<file path="src/rtl/decod_arb_pkg.sv">
// Shared definitions for the 16-way round-robin decoder arbiter.
//   N_REQ         : number of requesters (decoder width)
//   IDX_W         : encoded index width
//   arb_state_e   : arbiter FSM states
//   idx_to_onehot : 4-to-16 decode shared with decoder users
package decod_arb_pkg;

  localparam int unsigned N_REQ = 16;
  localparam int unsigned IDX_W = 4;

  typedef enum logic {
    StIdle,
    StBusy
  } arb_state_e;

  function automatic logic [N_REQ-1:0] idx_to_onehot(input logic [IDX_W-1:0] idx);
    logic [N_REQ-1:0] oh;
    oh      = '0;
    oh[idx] = 1'b1;
    return oh;
  endfunction

endpackage

</file>
<file path="src/rtl/decod_rr_pick.sv">
// Combinational round-robin pick: searches req_i starting at ptr_i, wrapping
// modulo N_REQ, and returns the first set bit.
//   req_i : request vector
//   ptr_i : highest-priority index for this search
//   idx_o : winning index (0 when no request)
//   any_o : at least one request is set
module decod_rr_pick
  import decod_arb_pkg::*;
(
  input  logic [N_REQ-1:0] req_i,
  input  logic [IDX_W-1:0] ptr_i,
  output logic [IDX_W-1:0] idx_o,
  output logic             any_o
);

  logic [IDX_W-1:0] cand;
  logic             found;

  always_comb begin
    any_o = |req_i;
    idx_o = '0;
    cand  = '0;
    found = 1'b0;
    for (int unsigned i = 0; i < N_REQ; i++) begin
      // IDX_W-bit add wraps naturally modulo N_REQ
      cand = ptr_i + IDX_W'(i);
      if (!found && req_i[cand]) begin
        idx_o = cand;
        found = 1'b1;
      end
    end
  end

endmodule

</file>
<file path="src/rtl/decod_arbiter.sv">
// Sixteen-way round-robin arbiter driving a registered 4-to-16 one-hot grant.
// A grant is held until rel (or, optionally, a hold timeout); on release the
// next owner is granted on the same edge.
// Optional feature macro: DECOD_ARB_TIMEOUT_EN (hold timeout after MAX_HOLD cycles).
//   clk     : clock
//   rst     : synchronous active-high reset
//   req     : request vector
//   rel     : release from current owner
//   gnt     : one-hot grant (zero when idle)
//   gnt_idx : encoded owner index
//   gnt_vld : grant active
//   revoked : one-cycle pulse on timeout revoke (0 without the feature)
module decod_arbiter
  import decod_arb_pkg::*;
#(
  parameter int unsigned MAX_HOLD = 64
) (
  input  logic             clk,
  input  logic             rst,
  input  logic [N_REQ-1:0] req,
  input  logic             rel,
  output logic [N_REQ-1:0] gnt,
  output logic [IDX_W-1:0] gnt_idx,
  output logic             gnt_vld,
  output logic             revoked
);

  arb_state_e       state_q, state_d;
  logic [IDX_W-1:0] ptr_q, ptr_d;
  logic [IDX_W-1:0] idx_q, idx_d;
  logic             vld_q, vld_d;
  logic [N_REQ-1:0] gnt_q, gnt_d;
  logic [IDX_W-1:0] win_idx;
  logic             win_any;
  logic             new_grant;
  logic             timeout_hit;

  decod_rr_pick u_pick (
    .req_i (req),
    .ptr_i (ptr_q),
    .idx_o (win_idx),
    .any_o (win_any)
  );

`ifdef DECOD_ARB_TIMEOUT_EN
  localparam int unsigned CntW = $clog2(MAX_HOLD + 1);

  logic [CntW-1:0] cnt_q;
  logic            revoked_q;

  // rel in the same cycle wins, so a coincident timeout is a plain release
  assign timeout_hit = (state_q == StBusy) && !rel && (cnt_q == CntW'(MAX_HOLD - 1));

  always_ff @(posedge clk) begin
    if (rst) begin
      cnt_q     <= '0;
      revoked_q <= 1'b0;
    end else begin
      revoked_q <= timeout_hit;
      if (new_grant) begin
        cnt_q <= '0;
      end else if (state_q == StBusy) begin
        cnt_q <= cnt_q + CntW'(1);
      end
    end
  end

  assign revoked = revoked_q;
`else
  logic unused_max_hold;
  assign unused_max_hold = ^MAX_HOLD;
  assign timeout_hit     = 1'b0;
  assign revoked         = 1'b0;
`endif

  always_comb begin
    state_d   = state_q;
    ptr_d     = ptr_q;
    idx_d     = idx_q;
    vld_d     = vld_q;
    new_grant = 1'b0;
    unique case (state_q)
      StIdle: begin
        if (win_any) new_grant = 1'b1;
      end
      StBusy: begin
        // req is ignored while held; only a release re-arbitrates
        if (rel || timeout_hit) begin
          if (win_any) begin
            new_grant = 1'b1;
          end else begin
            state_d = StIdle;
            vld_d   = 1'b0;
          end
        end
      end
      default: begin
        state_d = StIdle;
        vld_d   = 1'b0;
      end
    endcase
    if (new_grant) begin
      state_d = StBusy;
      idx_d   = win_idx;
      vld_d   = 1'b1;
      ptr_d   = win_idx + IDX_W'(1);
    end
    gnt_d = vld_d ? idx_to_onehot(idx_d) : '0;
  end

  always_ff @(posedge clk) begin
    if (rst) begin
      state_q <= StIdle;
      ptr_q   <= '0;
      idx_q   <= '0;
      vld_q   <= 1'b0;
      gnt_q   <= '0;
    end else begin
      state_q <= state_d;
      ptr_q   <= ptr_d;
      idx_q   <= idx_d;
      vld_q   <= vld_d;
      gnt_q   <= gnt_d;
    end
  end

  assign gnt     = gnt_q;
  assign gnt_idx = idx_q;
  assign gnt_vld = vld_q;

endmodule

</file>
<file path="config.mk">
export PLATFORM = sky130hd
export DESIGN_NAME = decod_arbiter
export DESIGN_NICKNAME = d
export VERILOG_FILES = /design/src/rtl/decod_arb_pkg.sv /design/src/rtl/decod_rr_pick.sv /design/src/rtl/decod_arbiter.sv
export SDC_FILE = /design/constraint.sdc
export NUM_CORES = 1
export LEC_CHECK = 0
export ABC_AREA = 1
export CORE_AREA = 2 2 74 76
export DETAILED_ROUTE_END_ITERATION = 6
export DIE_AREA = 0 0 76 78
export GPL_TIMING_DRIVEN = 0
export HOLD_SLACK_MARGIN = 0.15
export PLACE_DENSITY_LB_ADDON = 0.12
export SLEW_MARGIN = 20
export SYNTH_ARGS = -nofsm -noshare
export SYNTH_HDL_FRONTEND = slang
export SYNTH_HIERARCHICAL = 1
export SYNTH_SLANG_ARGS = --single-unit
</file>
<file path="constraint.sdc">
create_clock -name clk -period 4.8 [get_ports clk]
set_input_delay 0.96 -clock clk [delete_from_list [all_inputs] [get_ports clk]]
set_output_delay 0.96 -clock clk [all_outputs]
set_load 0.1 [all_outputs]
</file>
Word-level counts from Yosys, hierarchy flattened
Cells that the tools add are included.
{ "word_totals": {"regBits": 26, "inputBits": 19, "out_inout_bits": 22, "wordCells": 150} }
{ "op_classes": {"add_sub_neg": 16, "order_cmp": 18, "n_mux": 76, "n_bitwise": 2, "n_reduce_logical": 33} }
{ "ops": {"columns": ["operator", "n"], "rows": [
  ["< comparator 4 x 5 -> 1 bit (second input constant)", 17],
  ["two-way mux 4 bit", 17],
  ["binary-select mux 1 bit (select 4 bit)", 16],
  ["two-way mux 1 bit", 41],
  ["adder 4 bit (second input constant)", 8],
  ["adder 4 x 3 -> 4 bit (second input constant)", 4],
  ["logical AND 1 bit", 16],
  ["OR reduction 16 bit", 1],
  ["zero test 1 bit", 15],
  ["adder 4 x 1 -> 4 bit (second input constant)", 2],
  ["adder 4 x 2 -> 4 bit (second input constant)", 2],
  ["demux 1 bit (select 4 bit)", 1],
  ["greater-or-equal comparator 4 x 1 -> 1 bit (second input constant)", 1],
  ["inverter 1 bit", 2],
  ["case mux 1 bit (2 select lines)", 1],
  ["OR reduction 2 bit", 1]
]} }

Depth between registers and ports, before layout
Gate-level depths: netlist (run 1).
{ "depth": {"ltp_word": 53, "depth_mapped": 26} }

Hierarchy
The synthesis (run 1) kept the hierarchy.
{ "by_module_without_submodules": {"columns": ["module", "n_inst", "cells_each", "area_per_inst_um2"], "rows": [
  ["decod_rr_pick", 1, 361, 1803.0],
  ["decod_arbiter", 1, 107, 994.7]
]} }

Worst setup path before layout (run 1)
Ideal clock, no wire load.
{ "synth_path": {"kind": "reg-to-reg", "startpoint": "register ptr_q[1]", "endpoint": "register ptr_q[2]", "setup_ns": 0.072, "arrival_time_ns": 3.288, "setup_slack_ns": 1.440, "stages_incl_launch_ff": 26, "path_buffers": 2, "synth_period_minus_slack_ns": 3.360, "path_cell_list": "dfxtp_1 -> inv_2 -> buf_2 -> ha_1 -> inv_1 -> buf_2 -> nand3_1 -> nand3_1 -> nand2_1 -> nand2_1 -> nand2_2 -> nor2_8 -> nand4_4 -> nor3_4 -> nand4_2 -> nor2_4 -> nand3_2 -> nor2_4 -> nand2_1 -> nand2_1 -> nand2_1 -> nand2_1 -> ha_1 -> xor2_1 -> nand2_1 -> a21oi_1"} }
{ "synth_via": {"elab_chain_len": 49, "word_cells_on_any_way": 109, "cone_classes": "add/sub (16); mux (63); reduce/logical (30)"} }
{ "synth_rtl": {"columns": ["element", "line_no", "source"], "rows": [
  ["from (decl)", "decod_arbiter.sv:29", "logic [IDX_W-1:0] ptr_q, ptr_d;"],
  ["from (signal assigned)", "decod_arbiter.sv:120", "ptr_q <= ptr_d;"],
  ["parallel branches: the longest is 47 deep, another holds adder 4 x 1 -> 4 bit", null, null],
  ["two-way mux 4 bit *", "decod_rr_pick.sv:27", "if (!found && req_i[cand]) begin"],
  ["net win_idx[0]", "decod_arbiter.sv:33", "logic [IDX_W-1:0] win_idx;"],
  ["adder 4 x 1 -> 4 bit *", "decod_arbiter.sv:106", "ptr_d = win_idx + IDX_W'(1);"]
]} }
Mark *: on every way through the listed nets, which the timed path passes. The select of a mux whose other input is x is not followed.
A chain may end at the register's enable or synchronous reset.

Worst setup path after layout (run 1)
Same ends and word-level chain as after synthesis.

==> qor.csv, run 1 <==
stage;metric;value;unit
die;# IOs;41;
global_route;first-pass GRT wire length;13700;microns
routing;via count;3238;
min_path;hold_sp;ptr_q[3];
setup_path;Setup crit start kind;flip-flop;
routing;DR pass1 iterations;5;
setup_path;Worst EP arrival;4460;ps
finish;most frequent cells in the layout;129 x nand2_1, 95 x nand3_1, 53 x nor2_1, 38 x clkdlybuf4s50_1, 29 x inv_1;
setup_path;FF-to-FF Start;ptr_q[1];
cts;CTS clock-pin slew for the worst setup and hold paths;80;ps
setup_path;CP Capture Type;flip-flop;
sta;period utilization;0.889;
logic_synthesis;Post-Syn Instances;468;
setup_path;R2R Setup Slk;530;ps
logic_synthesis;Syn Nets;495;
global_route;initial antenna violation count;0;
cts;Num CTS Buffers;3;
sta;Setup TNS;0;ps
finish;multi-input logic area;2020;sq um
routing;final routed DRC violation total;0;
sta;final setup margin;534;ps
logic_synthesis;synth top area cells;dfxtp_1 19%, nand2_1 17%, nand3_1 17%, nor2_1 7.1%, nand4_1 4.0%;
logic_synthesis;Distinct cells, synth;43;
logic_synthesis;Avg Cell Area, Syn;5.98;sq um
routing;vias per inst;5.58;
cts;clock sinks;26;
finish;Util after Layout;0.662;
sta;clk_skew;1.73;ps
sta;Peak Freq;234;MHz
placement;number of port buffers;38;
die;Starting Density;0.555;
placement;gpl congestion;0.958;
sta;unrepaired setup endpoints after global routing;no;
setup_path;Crit Path Max Fanout;13;
finish;most common cell after layout, fill and taps aside;nand2_1;
setup_path;worst reg-to-reg path cell count;22;
die;die span in x;76;microns
routing;DRT antenna net count;0;
die;row cnt;26;
logic_synthesis;synthesized area;2800;sq um
logic_synthesis;sequential area share after synthesis;0.186;
min_path;hold crit path type;flip-flop to flip-flop;
sta;Worst Tran Pin Value;996;ps
cts;post-CTS setup buffers;0;
finish;Fillers;464;
sta;final setup fails;0;
cts;worst skew pair latency;260;ps
finish;diode count;0;
sta;Slew Limit Fails;0;
global_route;vias in the first global route;2946;
global_route;GRT Overall Usage;0.281;
finish;Finished Cell Area;3340;sq um
cts;CTS tree;built;
finish;share of cells above drive strength 1;0.141;
setup_path;reg-to-reg critical path endpoint;ptr_q[2];
min_path;hold path depth;2;
placement;Cell Area, Placed;3270;sq um
finish;Seq. cell area;520;sq um
placement;Final HPWL DP;6670;microns
global_route;pin count of the biggest net entering global routing;16;
placement;pre-CTS setup slack;603;ps
cts;H-tree depth;1;
die;Die Y;78;microns
setup_path;Worst EP required;5000;ps
routing;final WL;8240;microns
cts;maximum clock path buffer count;2;
global_route;GRT overflow;0;
min_path;Hold Path Sink;ptr_q[3];
die;CORE AREA;5040;sq um
logic_synthesis;share of the synthesized area in the top cell type;0.186;
setup_path;critical path class;flip-flop to flip-flop;
routing;DR iter-0 viols;293;
cts;CTS root buffer;clkbuf_8;
logic_synthesis;post-synth top area cell;dfxtp_1;
sta;Hold Fails Final Rpt;0;
run;max-cap violation count;0;
cts;CTS Hold Bufs;0;
routing;DR WL/cell;14.2;microns
sta;Slew HR;0.334;
status;outcome;finished, final reports clean;
logic_synthesis;flops & latches, synth;26;
logic_synthesis;Syn. warnings;6;
die;die area;5930;sq um
finish;Layout area overhead;19.3;%
sta;Tmin final;4270;ps
cts;post_cts resized;0;
finish;Final Net Count;538;
==> area by class of cell <==
type,count,share of cell area
well taps,70,0.0262
clock inverters,1,0.00900
plain buffers,13,0.0266
repair buffers,38,0.114
multi-input cells,386,0.607
flip-flops and latches,26,0.156
inverters,43,0.0491
clock buffers,3,0.0124
==> synthesized netlist by cell type, drive strengths merged <==
cell,count
nand2,149
nand3,100
nor2,61
inv,42
dfxtp,26
nand4,20
a21oi,13
buf,11
o21ai,9
ha,8
xor2,6
nor4,4
nand3b,3
a31oi,2
clkbuf,2
nor3,2
o21a,2
xnor2,2
a21boi,1
clkinv,1
conb,1
o211ai,1
o21bai,1
or2,1
==> worst max path at each step <==
stage	start	endpoint	slack (ps)	cells past startpoint
2_1_floorplan	ptr_q[1]	ptr_q[2]	1440	25
3_3_place_gp	req[2]	gnt[9]	680	20
3_5_place_dp	req[15]	ptr_q[2]	600	20
4_1_cts	ptr_q[1]	ptr_q[2]	650	22
5_1_grt	ptr_q[1]	ptr_q[2]	130	22
6_report	ptr_q[1]	ptr_q[2]	530	22
==> critical path, stage by stage, from the launching register on <==
cell and delay, ps:
dfxtp_1 450, inv_2 100, buf_2 240, ha_1 320, clkbuf_1 400, inv_1 200
nand3_1 140, nand2_1 100, nand2_1 70, nand2_1 150, inv_2 170, nand4_4 140
nor2_2 180, nand3_1 140, nor2_2 240, nand4_1 140, nor2_2 170, nand4_1 100
nand4_1 220, ha_1 200, xor2_1 160, nand2_1 70, a21oi_1 110
==> layer usage <==
layer | global-route usage | routed length (microns) | up-vias
li1 | - | - | 1630
met1 | 0.338 | 3450 | 1450
met2 | 0.525 | 4130 | 138
met3 | 0.0279 | 497 | 20
met4 | 0.0873 | 170 | 0
met5 | 0 | 0 | -
==> kinds of logic after synthesis <==
kind of cell | Yosys count | synth area share
adders and majority gates | 8 | 0.0358
AOI/OAI and AO/OA | 29 | 0.0666
and+or+nand+nor | 340 | 0.589
buffers and inverters | 56 | 0.0903
xor gates and xnor gates | 8 | 0.0304
DFF | 26 | 0.186
other | 1 | 0.00134
==> through the flow <==
stage	cells	hold slack [ps]
2_1_floorplan	468	489
3_3_place_gp	576	504
3_5_place_dp	576	512
4_1_cts	580	530
5_1_grt	580	588
6_report	580	529
==> flip-flops by register name, indices dropped and copies added, names as in the netlist <==
register	flops
gnt	16
gnt_idx	4
ptr_q	4
gnt_vld	1
state_q	1
Power of run 1 is left out: the tool's default activity adds up to more than one toggle a clock period on the data nets, which glitch-free logic cannot reach.
==> inputs of run 2 (changes only) <==
--- a/config.mk
+++ b/config.mk
@@ -6,7 +6,9 @@
 export NUM_CORES = 1
 export LEC_CHECK = 0
 export ABC_AREA = 1
+export CAP_MARGIN = 40
 export CORE_AREA = 2 2 74 76
+export CTS_CLUSTER_SIZE = 25
 export DETAILED_ROUTE_END_ITERATION = 6
 export DIE_AREA = 0 0 76 78
 export GPL_TIMING_DRIVEN = 0
==> qor.csv, run 2 (synthesis results as in run 1) <==
stage;metric;value;unit
sta;Tmin final;4270;ps
cts;post-CTS setup buffers;0;
cts;CTS clock-pin slew for the worst setup and hold paths;90;ps
placement;Cell Area, Placed;3580;sq um
global_route;initial antenna violation count;0;
finish;multi-input logic area;2020;sq um
sta;final setup fails;0;
die;row cnt;26;
cts;CTS tree;built;
sta;Slew HR;0.538;
finish;share of cells above drive strength 1;0.175;
cts;H-tree depth;1;
die;CORE AREA;5040;sq um
sta;Setup TNS;0;ps
sta;Worst Tran Pin Value;685;ps
finish;Seq. cell area;520;sq um
cts;CTS Hold Bufs;0;
routing;via count;3435;
routing;DRT antenna net count;0;
placement;Placed Instances;597;
setup_path;critical path class;flip-flop to flip-flop;
global_route;vias in the first global route;3253;
finish;Largest register FFs;16;
global_route;first-pass GRT wire length;15500;microns
die;# IOs;41;
cts;clock sinks;26;
setup_path;worst reg-to-reg path cell count;24;
min_path;Hold Path Sink;ptr_q[2];
placement;Final HPWL DP;7490;microns
global_route;GRT Overall Usage;0.323;
finish;diode count;0;
cts;CTS root buffer;clkbuf_8;
setup_path;CP Capture Type;flip-flop;
global_route;pin count of the biggest net entering global routing;16;
finish;most common cell after layout, fill and taps aside;nand2_1;
setup_path;reg-to-reg critical path endpoint;gnt[1];
placement;gpl congestion;0.958;
sta;Peak Freq;234;MHz
sta;period utilization;0.890;
setup_path;Worst EP arrival;4470;ps
routing;DR iter-0 viols;403;
setup_path;Setup crit start kind;flip-flop;
routing;DR pass1 iterations;5;
setup_path;R2R Setup Slk;530;ps
sta;unrepaired setup endpoints after global routing;no;
setup_path;Worst EP required;5000;ps
cts;Num CTS Buffers;3;
sta;Hold Fails Final Rpt;0;
finish;Final Net Count;559;
routing;vias per inst;5.72;
die;Die Y;78;microns
cts;maximum clock path buffer count;2;
die;die area;5930;sq um
global_route;GRT overflow;0;
cts;post_cts resized;0;
die;Starting Density;0.555;
min_path;hold_sp;ptr_q[2];
cts;worst skew pair latency;270;ps
min_path;hold path depth;2;
run;max-cap violation count;0;
setup_path;FF-to-FF Start;ptr_q[1];
finish;Layout area overhead;30.5;%
setup_path;Crit Path Max Fanout;13;
sta;Hold Slack;544;ps
sta;Slew Limit Fails;0;
finish;Finished Cell Area;3650;sq um
finish;Final Instance Count excl. Fillers;601;
die;die span in x;76;microns
finish;Fillers;426;
routing;DR WL/cell;15.9;microns
placement;number of port buffers;38;
finish;most frequent cells in the layout;129 x nand2_1, 95 x nand3_1, 53 x nor2_1, 38 x clkdlybuf4s50_1, 29 x inv_1;
sta;clk_skew;2.73;ps
min_path;hold crit path type;flip-flop to flip-flop;
routing;final WL;9540;microns
routing;final routed DRC violation total;0;
status;outcome;finished, final reports clean;
==> run 2: cell count changes in the layout (fill, tap and decap cells not counted) <==
| cell | delta |
|---|---|
| buf_8 | +21 |
==> run 2: worst max path at each step <==
stage,startpoint,endpoint,slack [ps],cells after the start
final,ptr_q[1],gnt[1],530,24
after CTS,ptr_q[1],gnt[1],630,24
after global routing,ptr_q[1],ptr_q[2],140,22
after global placement,req[2],gnt[9],680,20
after floorplan,ptr_q[1],ptr_q[2],1440,25
after detailed placement,req[0],gnt[1],540,20
==> run 2: through the flow <==
| step | utilization | setup WS (ps) |
|---|---|---|
| floorplan | - | 1440 |
| global placement | 0.648 | 684 |
| detailed placement | 0.710 | 539 |
| CTS | 0.724 | 635 |
| global route | 0.724 | 139 |
| finish | 0.724 | 527 |
==> run 2: critical path, cell delays in order, from the launching register on <==
cell	delay, ps
dfxtp_1	440
inv_2	100
buf_2	240
ha_1	330
clkbuf_1	370
inv_1	190
nand3_1	130
nand2_1	80
nand2_1	70
inv_1	60
a21oi_1	290
inv_2	100
nor3_4	220
nand4_2	130
nor2_4	210
nand3_2	160
nor2_4	150
nand2_1	70
nand2_1	80
nand2_1	50
nand2_1	140
nand3_1	120
nand2_2	120
nand3_2	150
nor2_1	190
==> run 2: layer usage <==
layer	track usage	vias up	routed length, microns
met5	0	-	0
met4	0.138	0	324
met3	0.0267	28	585
met2	0.607	168	4750
met1	0.375	1563	3880
li1	-	1676	-
==> run 2: area by class of cell <==
class	instances	area share
Multi-Input combinational cell	386	0.554
Timing Repair Buffer	59	0.190
Sequential cell	26	0.143
Inverter	43	0.0449
Buffer	13	0.0243
Tap cell	70	0.0240
Clock buffer	3	0.0113
Clock inverter	1	0.00822
Power of run 2 is left out for the same reason.
